### src/rtl/pc_branch_sequencer_if.sv
// Fetch/branch bus between the PC sequencer and its decode, imem and compare-unit peers.
// Latency: none, wires only.
// Backpressure: stall and imem_ready travel to the sequencer on this bus.
interface pc_branch_sequencer_if #(
  parameter int ADDR_W = 8,
  parameter int CNT_W  = 16
);
  logic              stall;
  logic              imem_ready;
  logic              halt_req;
  logic              br_valid;
  logic [1:0]        br_kind;
  logic [2:0]        br_mode;
  logic [ADDR_W-1:0] br_imm;
  logic [ADDR_W-1:0] br_reg;
  logic              cmp_flag;
  logic [2:0]        cmp_mode;
  logic [ADDR_W-1:0] pc;
  logic              imem_req;
  logic              flush;
  logic              taken;
  logic              halted;
  logic [CNT_W-1:0]  br_cnt;
  logic [CNT_W-1:0]  taken_cnt;

  // Sequencer side: owns the fetch address and branch statistics.
  modport master (
    input  stall, imem_ready, halt_req, br_valid, br_kind, br_mode, br_imm, br_reg, cmp_flag,
    output cmp_mode, pc, imem_req, flush, taken, halted, br_cnt, taken_cnt
  );

  // Peer side: decode, instruction memory and compare unit.
  modport slave (
    output stall, imem_ready, halt_req, br_valid, br_kind, br_mode, br_imm, br_reg, cmp_flag,
    input  cmp_mode, pc, imem_req, flush, taken, halted, br_cnt, taken_cnt
  );
endinterface

### src/rtl/pc_branch_sequencer.sv
// Fetch-stage PC sequencer: linear fetch, branch/jump redirect via compare unit, halt, stats.
// Latency: br_valid to redirected fetch is 2 cycles (one RESOLVE bubble per branch).
// Backpressure: stall freezes everything; imem_ready=0 holds pc without a bubble.
module pc_branch_sequencer #(
  parameter int                ADDR_W   = 8,
  parameter logic [ADDR_W-1:0] RESET_PC = '0,
  parameter int                CNT_W    = 16
) (
  input logic                  clk,
  input logic                  rst_n,
  pc_branch_sequencer_if.master bus
);

  typedef enum logic [1:0] {RUN, RESOLVE, HALT} state_t;

  localparam logic [ADDR_W-1:0] PC_ONE  = {{(ADDR_W-1){1'b0}}, 1'b1};
  localparam logic [CNT_W-1:0]  CNT_ONE = {{(CNT_W-1){1'b0}}, 1'b1};
  localparam logic [CNT_W-1:0]  CNT_MAX = '1;

  state_t            state;
  logic [ADDR_W-1:0] pc_q;
  logic [ADDR_W-1:0] tgt_q;
  logic              jump_q;      // kind[1]: unconditional, ignores cmp_flag
  logic [2:0]        cmp_mode_q;
  logic [CNT_W-1:0]  br_cnt_q;
  logic [CNT_W-1:0]  taken_cnt_q;

  logic resolve_now;
  logic take;

  // Resolution only happens in an unstalled RESOLVE cycle; that same cycle flushes the fetch.
  always_comb begin
    resolve_now = (state == RESOLVE) && !bus.stall;
    take        = jump_q | bus.cmp_flag;
  end

  assign bus.imem_req  = (state == RUN) && !bus.stall;
  assign bus.flush     = resolve_now;
  assign bus.taken     = resolve_now && take;
  assign bus.halted    = (state == HALT);
  assign bus.pc        = pc_q;
  assign bus.cmp_mode  = cmp_mode_q;
  assign bus.br_cnt    = br_cnt_q;
  assign bus.taken_cnt = taken_cnt_q;

  // State machine, pc and statistics; reset wins over stall and any pending branch.
  always_ff @(posedge clk) begin
    if (!rst_n) begin
      state       <= RUN;
      pc_q        <= RESET_PC;
      tgt_q       <= '0;
      jump_q      <= 1'b0;
      cmp_mode_q  <= 3'd0;
      br_cnt_q    <= '0;
      taken_cnt_q <= '0;
    end else if (!bus.stall) begin
      case (state)
        RUN: begin
          if (bus.br_valid) begin
            jump_q     <= bus.br_kind[1];
            cmp_mode_q <= bus.br_mode;
            tgt_q      <= bus.br_kind[0] ? bus.br_reg : bus.br_imm;
            state      <= RESOLVE;
          end else if (bus.halt_req) begin
            state <= HALT;
          end else if (bus.imem_ready) begin
            pc_q <= pc_q + PC_ONE;
          end
        end
        RESOLVE: begin
          // Not taken leaves pc alone so the flushed fetch is simply reissued.
          if (take) begin
            pc_q <= tgt_q;
            if (taken_cnt_q != CNT_MAX) taken_cnt_q <= taken_cnt_q + CNT_ONE;
          end
          if (br_cnt_q != CNT_MAX) br_cnt_q <= br_cnt_q + CNT_ONE;
          state <= RUN;
        end
        HALT: begin
          if (!bus.halt_req) state <= RUN;
        end
        default: state <= RUN;
      endcase
    end
  end

endmodule

### src/flat_wrapper.sv
// flat-port wrapper written by rule: the top's interface ports become plain ports
module pc_branch_sequencer_flat 
#(
  parameter int                ADDR_W   = 8,
  parameter logic [ADDR_W-1:0] RESET_PC = '0,
  parameter int                CNT_W    = 16
)
  (clk, rst_n, bus_stall, bus_imem_ready, bus_halt_req, bus_br_valid, bus_br_kind, bus_br_mode, bus_br_imm, bus_br_reg, bus_cmp_flag, bus_cmp_mode, bus_pc, bus_imem_req, bus_flush, bus_taken, bus_halted, bus_br_cnt, bus_taken_cnt);
  pc_branch_sequencer_if #(.ADDR_W(ADDR_W), .CNT_W(CNT_W)) bus_i ();
  input logic clk;
  input logic rst_n;
  input wire logic [$bits(bus_i.stall)-1:0] bus_stall;
  input wire logic [$bits(bus_i.imem_ready)-1:0] bus_imem_ready;
  input wire logic [$bits(bus_i.halt_req)-1:0] bus_halt_req;
  input wire logic [$bits(bus_i.br_valid)-1:0] bus_br_valid;
  input wire logic [$bits(bus_i.br_kind)-1:0] bus_br_kind;
  input wire logic [$bits(bus_i.br_mode)-1:0] bus_br_mode;
  input wire logic [$bits(bus_i.br_imm)-1:0] bus_br_imm;
  input wire logic [$bits(bus_i.br_reg)-1:0] bus_br_reg;
  input wire logic [$bits(bus_i.cmp_flag)-1:0] bus_cmp_flag;
  output wire logic [$bits(bus_i.cmp_mode)-1:0] bus_cmp_mode;
  output wire logic [$bits(bus_i.pc)-1:0] bus_pc;
  output wire logic [$bits(bus_i.imem_req)-1:0] bus_imem_req;
  output wire logic [$bits(bus_i.flush)-1:0] bus_flush;
  output wire logic [$bits(bus_i.taken)-1:0] bus_taken;
  output wire logic [$bits(bus_i.halted)-1:0] bus_halted;
  output wire logic [$bits(bus_i.br_cnt)-1:0] bus_br_cnt;
  output wire logic [$bits(bus_i.taken_cnt)-1:0] bus_taken_cnt;
  assign bus_i.stall = bus_stall;
  assign bus_i.imem_ready = bus_imem_ready;
  assign bus_i.halt_req = bus_halt_req;
  assign bus_i.br_valid = bus_br_valid;
  assign bus_i.br_kind = bus_br_kind;
  assign bus_i.br_mode = bus_br_mode;
  assign bus_i.br_imm = bus_br_imm;
  assign bus_i.br_reg = bus_br_reg;
  assign bus_i.cmp_flag = bus_cmp_flag;
  assign bus_cmp_mode = bus_i.cmp_mode;
  assign bus_pc = bus_i.pc;
  assign bus_imem_req = bus_i.imem_req;
  assign bus_flush = bus_i.flush;
  assign bus_taken = bus_i.taken;
  assign bus_halted = bus_i.halted;
  assign bus_br_cnt = bus_i.br_cnt;
  assign bus_taken_cnt = bus_i.taken_cnt;
  pc_branch_sequencer #(.ADDR_W(ADDR_W), .RESET_PC(RESET_PC), .CNT_W(CNT_W)) u_core (.clk(clk), .rst_n(rst_n), .bus(bus_i));
endmodule
### config.mk
export PLATFORM = sky130hd
export DESIGN_NAME = pc_branch_sequencer_flat
export DESIGN_NICKNAME = d
export VERILOG_FILES = /design/src/rtl/pc_branch_sequencer_if.sv /design/src/rtl/pc_branch_sequencer.sv /design/src/flat_wrapper.sv
export SDC_FILE = /design/constraint.sdc
export NUM_CORES = 1
export LEC_CHECK = 0
export CELL_PAD_IN_SITES_DETAIL_PLACEMENT = 1
export CELL_PAD_IN_SITES_GLOBAL_PLACEMENT = 1
export CORE_MARGIN = 3
export CORE_UTILIZATION = 35
export CTS_CLUSTER_SIZE = 24
export DETAILED_ROUTE_END_ITERATION = 10
export PLACE_DENSITY_LB_ADDON = 0.08
export SETUP_SLACK_MARGIN = 0.3
export SKIP_LAST_GASP = 1
export SYNTH_ARGS = -nofsm -noshare
export SYNTH_HDL_FRONTEND = slang
export SYNTH_SLANG_ARGS = --single-unit
### constraint.sdc
create_clock -name clk -period 2.6 [get_ports clk]
set_input_delay 0.78 -clock clk [delete_from_list [all_inputs] [get_ports clk]]
set_output_delay 0.78 -clock clk [all_outputs]
set_load 0.005 [all_outputs]
* Word-level counts from Yosys, hierarchy flattened *
Index checks and enable logic that the tools add are counted.

word-level totals
  flip-flop bits (word level) = 54
  bits of input ports = 28
  output and inout port bits = 47
  logic and storage cells = 43

operators by class
  add/sub/neg operators = 3
  equal/unequal tests = 10
  multiplexer cells = 10
  bitwise operators = 2
  reduce and logical (&&, ||, !) cells = 11

operators with widths
  cell                                           count
  2-to-1 mux 8 bit                               5
  adder 16 x 1 -> 16 bit, second input constant  2
  != test 16 bit, second input constant          2
  case mux 8 bit (2 select lines)                1
  AND reduction 3 bit                            3
  adder 8 x 1 -> 8 bit, second input constant    1
  != test 2 bit, second input constant           4
  2-to-1 mux 2 bit                               3
  AND reduction 6 bit                            1
  case mux 2 bit (2 select lines)                1
  AND reduction 4 bit                            1
  logical AND 1 bit                              3
  != test 3 bit, second input constant           1
  == test 2 x 1 -> 1 bit, second input constant  1
  == test 2 bit, second input constant           1
  zero test 2 bit                                1
  != test 2 x 1 -> 1 bit, second input constant  1
  nonzero test 2 bit                             1
  zero test 1 bit                                1
  inverter 1 bit                                 1
  OR 1 bit                                       1

* Logic depth before layout (Yosys ltp) *
Gate-level depths: netlist of run 1.

  depth after elaboration = 5
  gate-level depth with buffers = 8
  depth with buffers taken out = 5

* Worst setup path after synthesis of run 1 *
OpenSTA, ideal clock, no wires.

  path kind = input -> output
  from = in bus_stall
  to = out bus_taken
  arrival time = 1620 ps
  data required time = 1820 ps
  slack = 200 ps
  stages on the path = 6
  buffers on the path = 2
  path through = or3b_1 -> buf_6 -> clkinv_4 -> o21ai_2 -> buf_2 -> inv_1

between the ends
  longest elaborated chain between the ends = 3

ends and longest elaborated chain
  element              line                       source
  start: declaration   flat_wrapper.sv:12         input wire logic [$bits(bus_i.stall)-1:0] bus_stall;
  zero test 1 bit      pc_branch_sequencer.sv:33  resolve_now = (state == RESOLVE) && !bus.stall;
  logical AND 1 bit    pc_branch_sequencer.sv:33
  named net bus_flush  flat_wrapper.sv:24         output wire logic [$bits(bus_i.flush)-1:0] bus_flush;
  logical AND 1 bit    pc_branch_sequencer.sv:39  assign bus.taken = resolve_now && take;
  end: declaration     flat_wrapper.sv:25         output wire logic [$bits(bus_i.taken)-1:0] bus_taken;

The timed path passes the listed nets, and every way through them passes these cells.

* Final worst setup path of run 1 *
  from = in bus_stall
  to = out bus_taken

between the ends
  longest elaborated chain between the ends = 3

ends and longest elaborated chain
  element            line
  zero test 1 bit    pc_branch_sequencer.sv:33
  logical AND 1 bit  pc_branch_sequencer.sv:33
  logical AND 1 bit  pc_branch_sequencer.sv:39

No other way between the ends.

==> flow_metrics.tcl, run 1 <==
set metrics [dict create \
    run_status "finished clean" \
    areaGrowthSynthToFinish_pct 38.1 \
    grt_start_max_net_pins 22 \
    path_buf_inv 4 \
    clockBufferDepth 2 \
    hold_viol 0 \
    critical_path_end_type "primary output" \
    floorplan.initialDensity_pct 36.3 \
    power.share.switching_pct 24.1 \
    tritoncts.num_buffers 5 \
    totalNegativeSetupSlack_ns 0 \
    hpwl_after_detailed_placement_um 5920 \
    synth_seq_cells 54 \
    crit_path_max_incr_delay_ns 0.39 \
    place.port_buffers 74 \
    drt_wl_total_um 7960 \
    switching_power_w 0.000368 \
    min-delay-path-class "flop to flop" \
    multi_input_comb_area_um2 1650 \
    layout-drive-gt1-share_pct 11.8 \
    postSynth.topFlopCell "sky130_fd_sc_hd__dfxtp_1" \
    ys_top_cells_by_count "sky130_fd_sc_hd__dfxtp_1, sky130_fd_sc_hd__nand2_1, sky130_fd_sc_hd__mux2i_1, sky130_fd_sc_hd__nor2_1, sky130_fd_sc_hd__a21oi_1" \
    die_h_um 95.8 \
    path_max_fanout 3 \
    synth_seq_area_share_pct 38.3 \
    cts_htree_levels 2 \
    internal_power_w 0.00116 \
    core_um2 7770 \
    dieArea_um2 9170 \
    grt_first_pass_wirelength_um 13100 \
    relSlewSlack_pct 70.5 \
    power.clock.fraction_pct 32.1 \
    max_freq_mhz 430 \
    arrival_ns 1.54 \
    holdCritStartpoint "u_core.tgt_q[1]$_SDFFE_PN0P_" \
    post_drt_wl_per_cell_um 15.4 \
    yosys.cell_count.top_type "sky130_fd_sc_hd__dfxtp_1" \
    cts-root-buf "sky130_fd_sc_hd__clkbuf_8" \
    vias 2846 \
    synth-async-reset-ratio_pct 0 \
    layout.area.seq_um2 1080 \
    std_cell_rows 32 \
    cts_tree "done" \
    worst_setup_path_start_kind "input port" \
    overflow 0 \
    finalInstanceArea_um2 3900 \
    first_global_vias 2698 \
    finalClockSkew_ns 0.0129 \
    post_dp_cell_area_um2 3790 \
    worstPathCellList "buf_6 > or3b_4 > clkinv_4 > o21ai_4 > inv_1 > buf_2" \
    setup_viol_count_final 0 \
    critical-path-slowest-cell "sky130_fd_sc_hd__or3b_4" \
    synthesis.instances 331 \
    cp_data_required_time_ns 1.82 \
    place_congestion 0.796 \
    grt_antenna_before_repair 1 \
    unrepaired_setup_endpoints_after_global_routing "true" \
    reg2reg_start "u_core.state[0]$_SDFFE_PN0P_" \
    cp_top_family "simple AND/OR/NAND/NOR gates" \
    detail-route-antenna-nets 0 \
    post_drt_via_cell_ratio 5.49 \
    netlist_area_um2 2820 \
    max_slew.worst_pin.slew_ns 0.441 \
    insertion_delay_ns 0.31 \
    cellLeakagePower_nw 1.37 \
    period_minus_slack_ns 2.32 \
    synth_area_leaders "sky130_fd_sc_hd__dfxtp_1, sky130_fd_sc_hd__mux2i_1, sky130_fd_sc_hd__nand2_1" \
    layout_worst_path_cycle_share_pct 89.4 \
    yosys_warnings 0 \
    synth_edf_count 0 \
    die_width_um 95.8 \
    crit_path_start "bus_stall" \
    cts_sinks 54 \
    worst_hold_slack_ns 0.483 \
    post_synth_num_cell_types 54 \
    filler_cell_count 927 \
    drc_errors 0 \
    detailedRoute.firstIterationViolations 125 \
    final_nets 446 \
    drv.max_cap_violation_count 0 \
    synth_fp_nets 362 \
    post-synth-top-area-fraction_pct 38.3 \
    clk_pin_slew_worst_paths_ns 0.09 \
    synth.largest_area_cell "sky130_fd_sc_hd__dfxtp_1" \
    inserted_diodes 0 \
    cts_hold_buffers 0 \
    drtPass1Iterations 4 \
    ios 75 \
    path_class "input port to primary output" \
    final_slew_viol_count 0 \
    seq_power_share_pct 56.2 \
    power.density_nw_per_um2 391 \
    power.ir.vdd_worst_mv 0.295 \
    syn_avg_cell_area_um2 8.52 \
    groute.usage.overall_pct 17.9 \
    combPwrFrac_pct 11.7 \
]
[cell type report]
cell class | count | area share, %
clock buffer | 7 | 2.22
clock inverter | 1 | 0.128
inverter | 4 | 0.514
multi-input combinational | 252 | 42.2
sequential | 54 | 27.7
tap | 102 | 3.28
timing repair buffer | 98 | 23.9
[kinds of logic after synthesis]
| kind of cell | share of synthesized area [%] |
|---|---|
| multiplexers | 8.16 |
| AND/OR/NAND/NOR | 29.3 |
| buffers and inverters | 4.12 |
| flip-flops | 38.3 |
| adder cells (fa/ha/maj) | 1.33 |
| AO/OA/AOI/OAI | 18.8 |
[stage by stage]
stage	cells	util [%]	total power [W]	setup WS, ns
floorplan	331	-	0.000959	0.241
global placement	509	48.7	0.00105	-0.526
detailed placement	509	48.7	0.00106	-0.532
CTS	518	50.0	0.00155	0.247
global route	518	50.2	0.00160	0.236
finish	518	50.2	0.00153	0.276
[metal layers]
metal | vias up | global-route usage (%) | routed length, um
li1 | 1421 | - | -
met1 | 1349 | 24.2 | 3760
met2 | 68 | 29.0 | 3740
met3 | 6 | 3.91 | 402
met4 | 2 | 4.27 | 48
met5 | - | 0 | 13
[worst paths after layout]
path / to / slack (ns) / depth (start not counted)
min: u_core.bus.pc[1]$_SDFFE_PN0P_ / 0.48 / 2
max: bus_taken / 0.28 / 6
max reg2reg: u_core.bus.br_cnt[11]$_SDFFE_PN0P_ / 0.71 / 5
min reg2reg: u_core.bus.pc[1]$_SDFFE_PN0P_ / 0.48 / 2
[layout by cell type (no fill, tap or decap), types with 4 or more instances in the layout]
cell and instances:
sky130_fd_sc_hd__a31oi_1 4, sky130_fd_sc_hd__o21a_1 6, sky130_fd_sc_hd__nor3_1 5, sky130_fd_sc_hd__o21ai_0 12, sky130_fd_sc_hd__a211oi_1 11, sky130_fd_sc_hd__nand3_1 16, sky130_fd_sc_hd__nor4_1 10, sky130_fd_sc_hd__nor2_1 22
sky130_fd_sc_hd__a21oi_1 19, sky130_fd_sc_hd__or4_1 5, sky130_fd_sc_hd__mux2i_1 23, sky130_fd_sc_hd__o31ai_1 6, sky130_fd_sc_hd__dfxtp_1 54, sky130_fd_sc_hd__buf_4 23, sky130_fd_sc_hd__or3_1 4, sky130_fd_sc_hd__nand2_1 31
sky130_fd_sc_hd__nand2b_1 11, sky130_fd_sc_hd__clkbuf_8 6, sky130_fd_sc_hd__and3_1 6, sky130_fd_sc_hd__nand4_1 12, sky130_fd_sc_hd__clkdlybuf4s50_1 68
[power by group through the flow]
stage | Sequential (W) | Clock, W | Combinational, W
global route | 0.000860 | 0.000546 | 0.000198
detailed placement | 0.000876 | 0 | 0.000179
finish | 0.000857 | 0.000490 | 0.000179
global placement | 0.000875 | 0 | 0.000175
CTS | 0.000857 | 0.000510 | 0.000181
floorplan | 0.000873 | 0 | 0.0000858
[what timing repair did]
action                     4_1_cts  5_1_grt
setup endpoints to repair       14        8
gates resized for setup         18        2
pin swaps                        2        1
setup buffers                    1        0
[worst min-delay path, stage by stage (launching register included)]
cell and delay (ns):
sky130_fd_sc_hd__dfxtp_1 0.32, sky130_fd_sc_hd__nand2_1 0.05, sky130_fd_sc_hd__a311oi_1 0.07
[state kept, by name (all words and copies together) (netlist names)]
signal,count
u_core.bus.br_cnt,16
u_core.bus.taken_cnt,16
u_core.bus.pc,8
u_core.tgt_q,8
u_core.bus.cmp_mode,3
u_core.state,2
u_core.jump_q,1
Note: power is estimated with default switching activity, not from simulation.
==> run 2, diff against run 1 <==
Settings changed: CTS_CLUSTER_SIZE 24 to unset.
==> results of run 2 <==
Final layout, timing and power as in run 1 (identical DEF).
